**src/rtl/multicycle_datapath.sv**
```systemverilog
// Multicycle MIPS datapath with one unified memory port and a stall input.
// State: PC, IR, Data, A, B, ALUOut and the GPR file, all frozen while MemStall is high.
module multicycle_datapath #(
  parameter logic [31:0] RESET_PC = 32'h0000_0000,
  parameter int          NUM_REGS = 32,
  parameter bit          ZERO_REG = 1'b1
) (
  input  logic        CLK,
  input  logic        Reset,
  input  logic        MemStall,
  input  logic        IorD,
  input  logic        IRWrite,
  input  logic        PCWrite,
  input  logic        Branch,
  input  logic        BranchNE,
  input  logic        ALUSrcA,
  input  logic [1:0]  ALUSrcB,
  input  logic [2:0]  ALUControl,
  input  logic [1:0]  PCSrc,
  input  logic        RegDst,
  input  logic        MemtoReg,
  input  logic        RegWrite,
  input  logic [31:0] ReadData,
  output logic [31:0] Adr,
  output logic [31:0] WriteData,
  output logic [31:0] Instr,
  output logic        Zero
);

  logic [31:0] pc_q, ir_q, data_q, a_q, b_q, aluout_q;
  logic [31:0] pc_d, ir_d;
  logic [31:0] rf_q [NUM_REGS];
  logic [NUM_REGS-1:0] rf_we;

  logic [31:0] sign_imm, jump_target, src_a, src_b, alu_result, pc_target, result;
  logic [31:0] rd1, rd2;
  logic [4:0]  write_reg;
  logic        pc_en;

  assign sign_imm    = {{16{ir_q[15]}}, ir_q[15:0]};
  assign jump_target = {pc_q[31:28], ir_q[25:0], 2'b00};
  assign write_reg   = RegDst ? ir_q[15:11] : ir_q[20:16];
  assign result      = MemtoReg ? data_q : aluout_q;

  // Unimplemented indices fall through to 0; r0 is forced to 0 when hardwired.
  always_comb begin
    rd1 = '0;
    rd2 = '0;
    for (int i = 0; i < NUM_REGS; i++) begin
      if (ir_q[25:21] == 5'(i)) rd1 = rf_q[i];
      if (ir_q[20:16] == 5'(i)) rd2 = rf_q[i];
    end
    if (ZERO_REG && ir_q[25:21] == 5'd0) rd1 = '0;
    if (ZERO_REG && ir_q[20:16] == 5'd0) rd2 = '0;
  end

  generate
    for (genvar gi = 0; gi < NUM_REGS; gi++) begin : g_rf_we
      assign rf_we[gi] = RegWrite && (write_reg == 5'(gi)) && !(ZERO_REG && gi == 0);
    end
  endgenerate

  assign src_a = ALUSrcA ? a_q : pc_q;

  always_comb begin
    src_b = b_q;
    case (ALUSrcB)
      2'b00:   src_b = b_q;
      2'b01:   src_b = 32'd4;
      2'b10:   src_b = sign_imm;
      default: src_b = {sign_imm[29:0], 2'b00};
    endcase
  end

  always_comb begin
    alu_result = '0;
    case (ALUControl)
      3'b010:  alu_result = src_a + src_b;
      3'b110:  alu_result = src_a - src_b;
      3'b000:  alu_result = src_a & src_b;
      3'b001:  alu_result = src_a | src_b;
      3'b111:  alu_result = {31'b0, $signed(src_a) < $signed(src_b)};
      default: alu_result = '0;
    endcase
  end

  assign Zero = (alu_result == 32'd0);

  always_comb begin
    pc_target = alu_result;
    case (PCSrc)
      2'b00:   pc_target = alu_result;
      2'b01:   pc_target = aluout_q;
      2'b10:   pc_target = jump_target;
      default: pc_target = a_q;
    endcase
  end

  assign pc_en = PCWrite | (Branch & Zero) | (BranchNE & ~Zero);
  assign pc_d  = pc_en ? pc_target : pc_q;
  assign ir_d  = IRWrite ? ReadData : ir_q;

  always_ff @(posedge CLK) begin
    if (Reset) begin
      pc_q     <= RESET_PC;
      ir_q     <= '0;
      data_q   <= '0;
      a_q      <= '0;
      b_q      <= '0;
      aluout_q <= '0;
      for (int i = 0; i < NUM_REGS; i++) rf_q[i] <= '0;
    end else if (!MemStall) begin
      pc_q     <= pc_d;
      ir_q     <= ir_d;
      data_q   <= ReadData;
      a_q      <= rd1;
      b_q      <= rd2;
      aluout_q <= alu_result;
      for (int i = 0; i < NUM_REGS; i++) begin
        if (rf_we[i]) rf_q[i] <= result;
      end
    end
  end

  assign Adr       = IorD ? aluout_q : pc_q;
  assign WriteData = b_q;
  assign Instr     = ir_q;

endmodule

```
**config.mk**
```make
export PLATFORM = sky130hd
export DESIGN_NAME = multicycle_datapath
export DESIGN_NICKNAME = d
export VERILOG_FILES = /design/src/rtl/multicycle_datapath.sv
export SDC_FILE = /design/constraint.sdc
export NUM_CORES = 2
export LEC_CHECK = 0
export ABC_AREA = 1
export CAP_MARGIN = 20
export CORE_ASPECT_RATIO = 1.25
export CORE_UTILIZATION = 45
export CTS_BUF_LIST = sky130_fd_sc_hd__clkbuf_4 sky130_fd_sc_hd__clkbuf_8 sky130_fd_sc_hd__clkbuf_16
export CTS_CLUSTER_DIAMETER = 60
export DETAILED_ROUTE_END_ITERATION = 6
export HOLD_SLACK_MARGIN = 0.02
export PLACE_DENSITY_LB_ADDON = 0.1
export SLEW_MARGIN = 20
export SYNTH_ARGS = -nofsm -noshare
export SYNTH_HDL_FRONTEND = slang
export SYNTH_SLANG_ARGS = --single-unit
```
**constraint.sdc**
```tcl
create_clock -name CLK -period 6.3 [get_ports CLK]
set_input_delay 1.26 -clock CLK [delete_from_list [all_inputs] [get_ports CLK]]
set_output_delay 1.26 -clock CLK [all_outputs]
set_load 0.005 [all_outputs]
```
=== Yosys cells after proc, flatten, opt, wreduce, memory -nomap -nowiden ===
Memories as Yosys holds them, arrays and structs flattened.
Cells that the tools add are included.

* Add/subtract/negate cells: 2
* Magnitude comparators: 1
* Eq/ne operators: 101
* Mux-type cells: 228
* Bitwise operators: 40
* Reduce and logical (&&, ||, !) cells: 40

{| class="wikitable"
|+ Operator list
! cell !! count
|-
| 2-to-1 mux 32 bit || 98
|-
| equality test 5 bit (second input constant) || 48
|-
| case mux 32 bit (3 select lines) || 2
|-
| case mux 32 bit (5 select lines) || 1
|-
| 2-to-1 mux 1 bit || 126
|-
| equality test 5 x 4 -> 1 bit (second input constant) || 24
|-
| equality test 5 x 3 -> 1 bit (second input constant) || 12
|-
| bitwise OR 1 bit || 33
|-
| adder 32 bit || 1
|-
| AND 32 bit || 1
|-
| logical NOT 32 bit || 1
|-
| less-than comparator 32 bit || 1
|-
| bitwise OR 32 bit || 1
|-
| subtractor 32 bit || 1
|-
| logical AND 1 bit || 31
|-
| equality test 5 x 2 -> 1 bit (second input constant) || 6
|-
| equality test 5 x 1 -> 1 bit (second input constant) || 3
|-
| logical NOT 5 bit || 2
|-
| equality test 3 bit (second input constant) || 2
|-
| 2-to-1 mux 5 bit || 1
|-
| equality test 2 x 1 -> 1 bit (second input constant) || 2
|-
| equality test 2 bit (second input constant) || 2
|-
| logical NOT 2 bit || 2
|-
| AND reduction 2 bit || 2
|-
| other kinds (6) || 9
|}

* Register bits after elaboration: 192
* RAM bits: 1024
* Output and inout port bits: 97
* Word-level logic and storage cells: 420
* Memories: 1

{| class="wikitable"
|+ Memory list
! name !! words !! width !! rd ports !! clocked after Yosys merged registers in !! wr ports !! RTL line !! source
|-
| rf_q || 32 || 32 || 31 || 0 || 32 || 32 || <nowiki>logic [31:0] rf_q [NUM_REGS];</nowiki>
|}

=== Logic depth before layout (Yosys ltp) ===
* Depth after elaboration: 33
* Mapped depth: 33

=== Worst setup path after synthesis ===
OpenSTA, ideal clock, no wires.

* Kind: input -> output
* From: input port ALUSrcB[1]
* To: output port Zero
* Arrival time: 4.163 ns
* Data required time: 5.040 ns
* Path slack: 0.877 ns
* Stages: 25
* Cell sequence: nor2_1 -> inv_1 -> o22ai_1 -> inv_1 -> ha_1 -> nand3b_1 -> nand2_1 -> inv_2 -> o21ai_2 -> inv_2 -> o21bai_4 -> nand2_2 -> nand2_2 -> inv_2 -> o21ai_4 -> nand3_2 -> nand2_1 -> nand2_1 -> nand3_1 -> nand3b_1 -> nor2_1 -> nand2_1 -> nor2_1 -> nand2_1 -> nor2_2

* Cells in the longest elaborated chain, start to end: 5
* Elaborated cells on any way between the ends: 11
* Classes of those cells: 2 x add/sub; 1 x order compare; 2 x eq/ne; 2 x mux; 2 x bitwise; 2 x reduce/logical

{| class="wikitable"
|+ Ends and longest elaborated chain
! item !! RTL line !! source
|-
| start: declaration || 17 || <nowiki>input logic [1:0] ALUSrcB,</nowiki>
|-
| equality test 2 bit, or another cell as far along || 67 || <nowiki>case (ALUSrcB)</nowiki>
|-
| case mux 32 bit (3 select lines) (*) || 67 ||
|-
| subtractor 32 bit, or another cell as far along || 79 || <nowiki>3'b110: alu_result = src_a - src_b;</nowiki>
|-
| case mux 32 bit (5 select lines) (*) || 77 || <nowiki>case (ALUControl)</nowiki>
|-
| logical NOT 32 bit (*) || 87 || <nowiki>assign Zero = (alu_result == 32'd0);</nowiki>
|-
| end: declaration || 27 || <nowiki>output logic Zero</nowiki>
|}

Mark *: on every way between the ends. The rest lies on a longest branch, timed or not.

=== Worst setup path in the final report ===
* From: input port ALUSrcB[0]
* To: output port Zero

The elaborated chain is that of the path after synthesis.

==> qor.csv <==
metric,value,unit
synth_most_common_cell,nand2_1,
endpoint_kind,output pin,
start_kind,input port,
fillCellCount,13080,
nNetsFinal,8481,
synth-seq-area-share,0.5306,
clkSinkCount,1184,
busiest_layer,met2,
hold_violations,0,
first_global_vias,54880,
met2_usage,0.5966,
htreeDepth,4,
ir_drop,0.2738,mV
cts_tree,built,
overflow,0,
syn_nets,8055,
arrival,4.85,ns
final_util,0.5381,
std_cell_rows,153,
outcome,"complete, no violations",
io_buffers,147,
async_reset_ff_frac,0,
area_growth,18.31,%
rsz0062_at_grt,false,
synth_edf_count,992,
cap_violations,0,
worstSetupStartpoint,ALUSrcB[0],
maxSlewViolCount,0,
skew,0.03810,ns
layout_setup_ws,0.1882,ns
gp_congestion,0.9950,
rr_startpoint,Instr[17],
antenna_found_initial,10,
p_leak,29.79,nW
ios,148,
worst_pin_slew,1.177,ns
synth_top_area_share,0.4700,
yosysWarnings,0,
start_util,0.4548,
insertion_delay,0.79,ns
hold_ws,0.4801,ns
synth.distinct_cells,57,
synthTopCellsByArea,"edfxtp_1 47%, nand2_1 12%, nor2_1 8.2%",
place_hpwl,200.0,mm
yosys.area.top_type,edfxtp_1,
grt_util_met3,0.07297,
hp-start,pc_q[27],
path_max_fanout,6,
routed_via_density,5.780,
grt_max_degree,97,
relSlewSlack,0.2135,
vias,59510,
synth_cells,7906,
die_w,337.7,um
postRouteAntennaNets,0,
final_layout_size_suffix_gt1_frac,0.1256,
routedWlPerCell,27.28,um
die_h,421.6,um
netlist_top_cells_count,"2096 x nand2_1, 1383 x nor2_1, 992 x edfxtp_1",
grt_pass1_wl,393.4,mm
drt_iter0_drc,7578,
dr.pass1.iters,6,
synth-seq-cells,1184,
final.min_clock_period,6.112,ns
hold_buffers,0,
p_per_area,269.0,nW/um^2
fmax,0.1636,GHz
r2r_setup_slack,0.97,ns
period_share,0.9701,
post-place-ws,-0.9685,ns
synthesis.area,63380,um^2
setup_viol,0,
avgSynthCellArea,8.017,um^2
track_usage,0.3885,
synth_flop_cell,edfxtp_1,
cts-root-buf,clkbuf_16,
clockBufferDepth,3,
hold_class,reg2reg,
crit_required,5.04,ns
core,139400,um^2
cts_inserted_buffers,131,
drc,0,
crit_type,in2out,
path_clk_slew,0.06,ns
finalWirelength,280.9,mm
grt_util_met1,0.5106,
dieArea,142400,um^2
==> what timing repair did <==
action	in CTS	in global routing
buffers inserted	1	8
pin swaps	23	31
resized for setup	80	57
gates cloned	1	1
endpoints found under the setup margin	1	1
==> metrics by stage <==
stage	power (mW)	area, um^2	setup TNS (ns)	std cells
after detailed placement	12.36	70080	-1.874	10050
after global placement	12.35	70070	-0.9244	10050
after floorplan	10.63	63380	0	7906
after CTS	20.10	74660	0	10280
after global routing	20.70	74980	0	10290
final	20.17	74990	0	10300
==> final cells by class <==
cell class	count	area, um^2	area share
antenna	4	10.01	0.0001335
clock buffer	175	3757	0.05011
clock inverter	58	520.5	0.006941
inverter	896	3372	0.04497
multi-input combinational	5380	25280	0.3372
sequential	1184	33630	0.4485
tap	1860	2327	0.03104
timing repair buffer	738	6077	0.08104
timing repair inverter	1	7.507	0.0001001
==> power by group <==
part           switching [mW]  internal [mW]
Sequential              0.247           8.91
Combinational            2.24          0.991
Clock                    3.33           4.46
==> placed cells by master (no fill, tap or decap), types with 19 or more instances in the layout <==
master	count
nand2_1	2086
nor2_1	1338
edfxtp_1	992
inv_1	870
buf_4	574
nand4_1	455
a21oi_1	428
o21ai_0	358
nand3_1	197
dfxtp_1	192
clkdlybuf4s50_1	139
clkbuf_16	137
or2_2	84
ha_1	81
nor2_2	43
o2111ai_1	32
clkbuf_4	32
clkinv_1	31
o22ai_1	30
a221oi_1	27
nor3_1	21
a21oi_2	19
==> worst max-delay path: stages <==
cell and delay, ns:
clkbuf_4 0.18, buf_4 0.16, nor2_4 0.05, buf_6 0.13, inv_2 0.09, o22ai_2 0.08, buf_4 0.15, ha_1 0.23
fa_1 0.47, inv_1 0.13, buf_4 0.12, nand2_1 0.07, o21a_1 0.20, or2_2 0.27, nand3_1 0.12, o2111ai_4 0.17
nor4_2 0.32, buf_4 0.16, nand4_1 0.16, nor2_4 0.17, clkbuf_2 0.12
==> path summary, 6_finish.rpt <==
kind	endpoint	cells after the start
max	Zero	21
min	pc_q[27]	2
max reg2reg	WriteData[23]	20
min reg2reg	pc_q[27]	2
==> cells by family after synthesis <==
logic type | synth area share
AOI/OAI and AO/OA | 0.08607
xor gates and xnor gates | 0.0001382
adders and majority gates | 0.01958
buffers and inverters | 0.08090
DFF | 0.5306
and+or+nand+nor | 0.2827
==> registers in the layout, indices dropped and copies added (netlist names) <==
signal and count:
pc_q 32, a_q 32, aluout_q 32, Instr 32, WriteData 32, data_q 32
rf_q 992
==> per-layer routing <==
layer  part of all wire  vias up
met5           0.000028        -
met4              0.065        2
met3               0.10      625
met2               0.45     3501
met1               0.38    28510
li1                   -    26880
(Power assumes the default switching activity.)
